[src/rtl/modulo_initiator.sv]
// Request-side controller for the modulo core: buffers operand pairs in a FIFO,
// issues them one at a time over start/valid and returns remainder plus error code.
module modulo_initiator #(
  parameter int WIDTH      = 16,
  parameter int FIFO_DEPTH = 4,
  parameter int TIMEOUT    = 255
) (
  input  logic             clk,
  input  logic             rst,
  input  logic             op_valid_i,
  output logic             op_ready_o,
  input  logic [WIDTH-1:0] op_a_i,
  input  logic [WIDTH-1:0] op_b_i,
  output logic             start_o,
  output logic [WIDTH-1:0] Zahl1_o,
  output logic [WIDTH-1:0] Zahl2_o,
  input  logic             valid_i,
  input  logic [WIDTH-1:0] ergebnis_i,
  output logic             res_valid_o,
  input  logic             res_ready_i,
  output logic [WIDTH-1:0] res_o,
  output logic [1:0]       err_o,
  output logic             busy_o
);

  localparam int PTR_W = $clog2(FIFO_DEPTH);
  localparam int CNT_W = PTR_W + 1;
  localparam int TMR_W = $clog2(TIMEOUT + 1);

  typedef enum logic [1:0] {IDLE, ISSUE, WAIT, HOLD} state_t;

  state_t state, state_d;

  logic [WIDTH-1:0] mem_a [FIFO_DEPTH];
  logic [WIDTH-1:0] mem_b [FIFO_DEPTH];
  logic [PTR_W-1:0] wr_ptr, rd_ptr;
  logic [CNT_W-1:0] count;
  logic             full, empty, push, pop;

  logic             stage_valid;
  logic [WIDTH-1:0] stage_a, stage_b;
  logic [TMR_W-1:0] timer;

  assign full       = (count == CNT_W'(FIFO_DEPTH));
  assign empty      = (count == '0);
  assign op_ready_o = !full;
  assign push       = op_valid_i && !full;
  // The popped head waits one cycle in the stage register before the divisor is judged.
  assign pop        = (state == IDLE) && !stage_valid && !empty;

  always_ff @(posedge clk) begin
    if (push) begin
      mem_a[wr_ptr] <= op_a_i;
      mem_b[wr_ptr] <= op_b_i;
    end
  end

  always_ff @(posedge clk or posedge rst) begin
    if (rst) begin
      wr_ptr <= '0;
      rd_ptr <= '0;
      count  <= '0;
    end else begin
      if (push) wr_ptr <= wr_ptr + PTR_W'(1);
      if (pop)  rd_ptr <= rd_ptr + PTR_W'(1);
      if (push && !pop)      count <= count + CNT_W'(1);
      else if (pop && !push) count <= count - CNT_W'(1);
    end
  end

  always_ff @(posedge clk or posedge rst) begin
    if (rst) begin
      stage_valid <= 1'b0;
      stage_a     <= '0;
      stage_b     <= '0;
    end else if (pop) begin
      stage_valid <= 1'b1;
      stage_a     <= mem_a[rd_ptr];
      stage_b     <= mem_b[rd_ptr];
    end else if (state == IDLE) begin
      stage_valid <= 1'b0;
    end
  end

  always_ff @(posedge clk or posedge rst) begin
    if (rst) state <= IDLE;
    else     state <= state_d;
  end

  always_comb begin
    state_d = state;
    case (state)
      IDLE:    if (stage_valid) state_d = (stage_b == '0) ? HOLD : ISSUE;
      ISSUE:   state_d = WAIT;
      WAIT:    if (valid_i || timer == TMR_W'(TIMEOUT)) state_d = HOLD;
      HOLD:    if (res_ready_i) state_d = IDLE;
      default: state_d = IDLE;
    endcase
  end

  // Result valid_i wins over the timeout when both occur on the same edge.
  always_ff @(posedge clk or posedge rst) begin
    if (rst) begin
      Zahl1_o <= '0;
      Zahl2_o <= '0;
      res_o   <= '0;
      err_o   <= 2'b00;
      timer   <= '0;
    end else begin
      case (state)
        IDLE: begin
          if (stage_valid) begin
            if (stage_b == '0) begin
              res_o <= '0;
              err_o <= 2'b01;
            end else begin
              Zahl1_o <= stage_a;
              Zahl2_o <= stage_b;
            end
          end
        end
        ISSUE: timer <= '0;
        WAIT: begin
          if (valid_i) begin
            res_o <= ergebnis_i;
            err_o <= 2'b00;
          end else if (timer == TMR_W'(TIMEOUT)) begin
            res_o <= '0;
            err_o <= 2'b10;
          end else begin
            timer <= timer + TMR_W'(1);
          end
        end
        default: ;
      endcase
    end
  end

  assign start_o     = (state == ISSUE);
  assign res_valid_o = (state == HOLD);
  assign busy_o      = (state != IDLE) || !empty || stage_valid;

endmodule

[config.mk]
export PLATFORM = sky130hd
export DESIGN_NAME = modulo_initiator
export DESIGN_NICKNAME = d
export VERILOG_FILES = /design/src/rtl/modulo_initiator.sv
export SDC_FILE = /design/constraint.sdc
export NUM_CORES = 1
export LEC_CHECK = 0
export BUFFER_PORTS_ARGS = -buffer_cell sky130_fd_sc_hd__buf_2
export CAP_MARGIN = 30
export CORE_ASPECT_RATIO = 0.6
export CORE_MARGIN = 5
export CORE_UTILIZATION = 58
export DETAILED_ROUTE_END_ITERATION = 7
export PLACE_DENSITY = 0.79
export SLEW_MARGIN = 20
export SYNTH_ARGS = -nofsm -noshare
export SYNTH_HDL_FRONTEND = slang
export SYNTH_SLANG_ARGS = --single-unit
[constraint.sdc]
create_clock -name clk -period 3.55 [get_ports clk]
set_input_delay 0 -clock clk [delete_from_list [all_inputs] [get_ports clk]]
set_output_delay 0 -clock clk [all_outputs]
set_load 0.02 [all_outputs]
# ---- After elaboration in Yosys (flattened, before gate mapping)
# Memory sizes are Yosys's and may differ from the RTL's. A register that Yosys moved wholly into a read port is not among the register bits.
# Cells that the tools add are included.
dict set report word_totals {
  ff_bits 68
  ramBits 128
  in_bits 53
  out_inout_bits 54
  word_cells 79
  memories 2
}
dict set report op_classes {
  n_addsub 5
  n_eq_ne 12
  muxes 24
  bitwise_logic 1
  n_reduce_logical 25
}
# name depth word_bits read_ports rd_clocked_by_memory_dff write_ports line
set memory_table {}
lappend memory_table {mem_a 4 16 1 1 1 34} ;# logic [WIDTH-1:0] mem_a [FIFO_DEPTH];
lappend memory_table {mem_b 4 16 1 1 1 35} ;# logic [WIDTH-1:0] mem_b [FIFO_DEPTH];
# cell n
set ops {}
lappend ops {{two-way mux 16 bit} 4}
lappend ops {{case mux 16 bit (2 select lines)} 1}
lappend ops {{zero test 16 bit} 1}
lappend ops {{two-way mux 2 bit} 8}
lappend ops {{two-way mux 8 bit} 2}
lappend ops {{case mux 8 bit (2 select lines)} 1}
lappend ops {{nonzero test 2 bit} 5}
lappend ops {{AND reduction 3 bit} 3}
lappend ops {{adder 8 x 1 -> 8 bit (second input constant)} 1}
lappend ops {{== test 8 bit (second input constant)} 1}
lappend ops {{inequality test 2 bit (second input constant)} 4}
lappend ops {{case mux 2 bit (4 select lines)} 1}
lappend ops {{two-way mux 3 bit} 2}
lappend ops {{logical AND 1 bit} 5}
lappend ops {{zero test 1 bit} 5}
lappend ops {{adder 2 x 1 -> 2 bit (second input constant)} 2}
lappend ops {{== test 2 bit (second input constant)} 2}
lappend ops {{two-way mux 1 bit} 4}
lappend ops {{inequality test 2 x 1 -> 1 bit (second input constant)} 2}
lappend ops {{case mux 2 bit (2 select lines)} 1}
lappend ops {{AND reduction 4 bit} 1}
lappend ops {{adder 3 x 1 -> 3 bit (second input constant)} 1}
lappend ops {{== test 3 bit (second input constant)} 1}
lappend ops {{zero test 3 bit} 1}
lappend ops {{other kinds (6)} 8}

# ---- Longest topological paths before layout
dict set report logic_depth {
  word_depth 7
  depth_mapped 12
  ltp_nobuf 11
}

# ---- Worst setup path after synthesis
# OpenSTA, ideal clock, no wires.
dict set report synth_path {
  path_kind {flip-flop to flip-flop}
  start {register state[0]}
  end {register count[1]}
  setup_ps 125
  arrival_time_ps 2509
  required_time_ps 3425
  slack_ps 917
  stages_incl_launch_ff 11
  n_path_buf 1
  synth_period_minus_slack_ps 2633
  path_cell_list {dfrtp_1 > inv_1 > ha_1 > nand2b_1 > nor2_1 > clkbuf_1 > inv_1 > ha_1 > inv_1 > fa_1 > mux2_2}
}
dict set report synth_between {
  elab_chain_len 6
  elab_cells_between_ends 8
  cone_classes {1 x mux; 7 x reduce/logical}
}
# item line
set synth_rtl {}
lappend synth_rtl {{from (decl)} 32} ;# state_t state, state_d;
lappend synth_rtl {{from (signal assigned)} 87} ;# else state <= state_d;
lappend synth_rtl {{zero test 2 bit (*)} 49} ;# assign pop = (state == IDLE) && !stage_valid && !empty;
lappend synth_rtl {{logical AND 1 bit (*) (2 in a row)} 49}
lappend synth_rtl {{zero test 1 bit} 66} ;# if (push && !pop) count <= count + CNT_W'(1);
lappend synth_rtl {{logical AND 1 bit} 66}
lappend synth_rtl {{two-way mux 3 bit or nonzero test 2 bit (tied branches)} --}
lappend synth_rtl {{to (signal assigned)} 66}
lappend synth_rtl {{to (signal assigned)} 67} ;# else if (pop && !push) count <= count - CNT_W'(1);
lappend synth_rtl {{to (decl)} 37} ;# logic [CNT_W-1:0] count;
# Every way passes the cells marked *; elsewhere a longest branch is shown, timed or not.
# A chain may end at the register's enable or synchronous reset.

# ---- Worst setup path in the final report
dict set report layout_path {
  start {register state[0]}
  end {register res_o[9]}
}
dict set report layout_between {
  elab_chain_len 3
  elab_cells_between_ends 8
  cone_classes {4 x eq/ne; 1 x mux; 3 x reduce/logical}
}
# item line
set layout_rtl {}
lappend layout_rtl {{== test 2 bit or zero test 2 bit (tied branches)} 110} ;# case (state)
lappend layout_rtl {{inequality test 3 bit (no line) (tied with other cells)} --}
lappend layout_rtl {{AND reduction 4 bit (no line)} --}
lappend layout_rtl {{to (signal assigned)} 125} ;# res_o <= ergebnis_i;
lappend layout_rtl {{to (decl)} 21} ;# output logic [WIDTH-1:0] res_o,
# Several ways; a longest one is shown, not always the timed one.

==> flow_summary.html <==
<table>
<tr><th>Metric</th><th>Value</th></tr>
<tr><th colspan="2">Outcome</th></tr>
<tr><td>Status</td><td>complete, no violations</td></tr>
<tr><th colspan="2">Global routing</th></tr>
<tr><td>First-pass GRT wire length</td><td>a little under 30000 microns</td></tr>
<tr><td>Gr ovfl total</td><td>0</td></tr>
<tr><td>Via count of the first global-routing pass</td><td>5410</td></tr>
<tr><td>Pin count of the biggest net entering global routing</td><td>78</td></tr>
<tr><td>Overall global routing resource usage</td><td>between 20% and 30%</td></tr>
<tr><td>Initial antenna violation count</td><td>1</td></tr>
<tr><th colspan="2">Final layout</th></tr>
<tr><td>Synthesis-to-layout area growth</td><td>20.9%</td></tr>
<tr><td>Share of post-route cells with drive strength above 1</td><td>between 40% and 50%</td></tr>
<tr><td>Commonest non-fill, non-tap cells in the layout</td><td>128 x edfxtp_1, 106 x buf_2, 99 x dfrtp_1</td></tr>
<tr><td>Number of nets in the finished design</td><td>714</td></tr>
<tr><td>Core Util, Final</td><td>~71%</td></tr>
<tr><td>Most common cell after layout, fill and taps aside</td><td>edfxtp_1</td></tr>
<tr><th colspan="2">CTS</th></tr>
<tr><td>Number of levels in the clock H-tree</td><td>1</td></tr>
<tr><td>Clock latency on the worst-skew pair</td><td>about 0.50 ns</td></tr>
<tr><td>Sink Count</td><td>228</td></tr>
<tr><td>Clock tree from TritonCTS</td><td>done</td></tr>
<tr><td>Cts bufs inserted</td><td>21</td></tr>
<tr><td>Maximum clock insertion buffer count</td><td>3</td></tr>
<tr><td>Worst-path clk slew</td><td>around 0.06 ns</td></tr>
<tr><td>Library cell used as clock root buffer</td><td>clkbuf_16</td></tr>
<tr><th colspan="2">Detailed routing</th></tr>
<tr><td>Initial DRC count</td><td>~390</td></tr>
<tr><td>Post-route DRC violation count</td><td>0</td></tr>
<tr><td>DR vias</td><td>4969</td></tr>
<tr><td>Routed WL per cell</td><td>21.1 microns</td></tr>
<tr><td>Final ANT Viol Nets</td><td>0</td></tr>
<tr><td>Drt total wl</td><td>18300 microns</td></tr>
<tr><td>Drt pass-1 iters</td><td>5</td></tr>
<tr><td>Vias/cell</td><td>5.72</td></tr>
<tr><th colspan="2">Worst setup path</th></tr>
<tr><td>Worst setup slack for register-to-register paths</td><td>between 0.8 and 0.9 ns</td></tr>
<tr><td>Data required time of the critical path</td><td>3.93 ns</td></tr>
<tr><td>Critical path endpoint category</td><td>flip-flop</td></tr>
<tr><td>Critical path fanouts, max</td><td>27</td></tr>
<tr><td>Critical path launch point</td><td>state[0]</td></tr>
<tr><td>Startpoint kind of the worst setup timing path</td><td>flip-flop</td></tr>
<tr><td>Reg-to-Reg Start</td><td>state[0]</td></tr>
<tr><td>Kind of critical path</td><td>reg2reg</td></tr>
<tr><td>R2R depth</td><td>6</td></tr>
<tr><td>Reg2Reg Capture Point</td><td>res_o[9]</td></tr>
<tr><td>Critical path arrival</td><td>around 3 ns</td></tr>
<tr><th colspan="2">Worst hold path</th></tr>
<tr><td>Worst min-delay path endpoint</td><td>state[0]</td></tr>
<tr><td>Hold Crit Class</td><td>in2reg</td></tr>
<tr><td>Hold Startpoint</td><td>res_ready_i</td></tr>
<tr><td>Min-Delay Path Depth</td><td>3</td></tr>
<tr><th colspan="2">Power and ir drop</th></tr>
<tr><td>Largest voltage drop on the vdd net</td><td>approximately 520 uV</td></tr>
<tr><td>Leakage power</td><td>0.00435 uW</td></tr>
<tr><td>Power density over the cells</td><td>between 800 and 900 mW/mm^2</td></tr>
<tr><td>Overall Power</td><td>around 9600 uW</td></tr>
<tr><th colspan="2">Synth</th></tr>
<tr><td>Per-instance average area after synthesis</td><td>18.6 sq um</td></tr>
<tr><td>Proportion of register bits with asynchronous set or reset after synthesis</td><td>43.9%</td></tr>
<tr><td>Register bit total from synthesis</td><td>between 200 and 250</td></tr>
<tr><td>Most frequently used flop master after synthesis</td><td>edfxtp_1</td></tr>
<tr><td>Count of cell types in the netlist</td><td>45</td></tr>
<tr><td>Yosys warns</td><td>0</td></tr>
<tr><td>Number of enable-type register cells in the synthesized netlist</td><td>128</td></tr>
<tr><td>Cell count after synthesis</td><td>slightly below 500</td></tr>
<tr><td>Netlist area before placement</td><td>slightly above 0.009 sq mm</td></tr>
<tr><td>Mapped Nets</td><td>approximately 550</td></tr>
<tr><td>Sequential element share of the synthesized area</td><td>around 70%</td></tr>
<tr><th colspan="2">STA</th></tr>
<tr><td>Slew at the pin with the worst max-slew slack</td><td>~0.92 ns</td></tr>
<tr><td>Final clock skew</td><td>0.0153 ns</td></tr>
<tr><td>Maximum achievable frequency</td><td>~380 MHz</td></tr>
<tr><td>Ratio of final minimum period to clock period</td><td>74.8%</td></tr>
<tr><td>Count of final setup violators</td><td>0</td></tr>
<tr><td>Number of slew-limit violations in the final report</td><td>0</td></tr>
<tr><td>Clock period minus worst slack</td><td>approximately 2.7 ns</td></tr>
<tr><td>Final number of hold-violating endpoints</td><td>0</td></tr>
<tr><td>Setup tns final</td><td>0 ns</td></tr>
<tr><td>Unrepaired setup endpoints after global routing</td><td>false</td></tr>
<tr><td>Minimum hold slack</td><td>between 0.03 and 0.04 ns</td></tr>
<tr><td>Headroom to the max-slew limit</td><td>38.7%</td></tr>
<tr><th colspan="2">Job</th></tr>
<tr><td>Maximum capacitance violations</td><td>0</td></tr>
<tr><th colspan="2">Place</th></tr>
<tr><td>Post-detail-place hpwl</td><td>between 10000 and 15000 microns</td></tr>
<tr><td>Final RePlAce weighted congestion</td><td>about 0.84</td></tr>
<tr><td>Number of input and output port buffers inserted</td><td>106</td></tr>
<tr><th colspan="2">Floorplanning</th></tr>
<tr><td>DIE WIDTH</td><td>171 microns</td></tr>
<tr><td>Row count</td><td>35</td></tr>
<tr><td>Boundary pin count</td><td>~110</td></tr>
<tr><td>Area of the die</td><td>between 0.015 and 0.02 sq mm</td></tr>
<tr><td>Effective utilization at floorplan</td><td>~59%</td></tr>
<tr><td>Vertical die dimension</td><td>roughly 110 microns</td></tr>
<tr><td>Placeable core region</td><td>0.0153 sq mm</td></tr>
</table>
[area by class of cell]
| class | instances | area (sq um) |
|---|---|---|
| flip-flops and latches | 228 | 6350 |
| fillers | 976 | 4380 |
| multi-input cells | 224 | 2570 |
| repair buffers | 162 | 1080 |
| clock buffers | 26 | 544 |
| well taps | 203 | 254 |
| clock inverters | 12 | 109 |
| inverters | 12 | 50.0 |
| diodes | 1 | 2.50 |
[cell families after synthesis]
kind of cell               share of synthesized area, %
muxes                                              19.3
buffers and inverters                              1.73
AOI/OAI and AO/OA                                  2.27
adders and majority gates                          1.74
and+or+nand+nor                                    4.37
xor gates and xnor gates                          0.580
DFF                                                70.1
[where the power goes]
group	internal [uW]	switching, uW	total (uW)
clock network	1240	943	2180
registers	3680	548	4230
logic	1530	1640	3160
[stage by stage]
step / setup WS (ns) / instances / instance area [sq um]
floorplan: 0.917 / 487 / 9060
CTS: 0.945 / 867 / 10900
detailed placement: 0.956 / 779 / 9790
global route: 0.730 / 868 / 11000
finish: 0.896 / 868 / 11000
global placement: 1.12 / 779 / 9790
[timing repair]
| action | in CTS | in global routing |
|---|---|---|
| buffers inserted | 0 | 0 |
| hold buffers | 50 | 0 |
| hold endpoints to repair | 221 | 0 |
| setup endpoints to repair | 0 | 0 |
| resized for setup | 0 | 0 |
[Yosys cell counts, drive strengths merged, types with 2 or more instances]
cell type	instances	area (sq um)
edfxtp	128	3840
dfrtp	100	2500
mux2	84	983
mux4	32	721
and3	22	138
buf	12	70.1
inv	12	45.0
clkbuf	11	41.3
ha	11	138
nand2	8	30.0
o21ai	8	40.0
a21oi	6	33.8
nor2	6	22.5
nor4	6	97.6
mux2i	4	40.0
nand3	4	20.0
a41oi	3	33.8
nand3b	3	22.5
nand4	3	18.8
xnor2	3	26.3
xor2	3	26.3
a211oi	2	27.5
nand2b	2	12.5
o2bb2ai	2	17.5
[sequential cells by signal, summed over array words and instances (netlist names), 3 cells and up]
signal   cells
Zahl2_o     16
count        3
timer        8
stage_b     16
stage_a     16
mem_a       64
res_o       16
Zahl1_o     16
mem_b       64
[per-layer routing]
metal  global-route usage, %  vias to the layer above  routed length [microns]
li1                        -                     2210                        -
met1                    29.6                     2572                     8070
met2                    33.6                      151                     8910
met3                    4.16                       36                      957
met4                    4.92                        0                      372
met5                       0                        -                        0
[worst max-delay path by stage]
| stage | endpoint | slack [ns] | cells after the start |
|---|---|---|---|
| after detailed placement | res_o[11] | 0.96 | 6 |
| after CTS | res_o[11] | 0.94 | 6 |
| final | res_o[9] | 0.90 | 6 |
| after floorplan | count[1] | 0.92 | 10 |
| after global placement | res_o[11] | 1.12 | 6 |
| after global routing | res_o[12] | 0.73 | 6 |
[worst max-delay path, cell delays in order, from the launching register on]
cell and delay, ns:
dfrtp_1 0.41, inv_1 0.12, ha_1 0.75, mux2i_1 0.32, a211oi_4 0.22, buf_4 0.32, mux2_2 0.39
(Power assumes the default switching activity.)
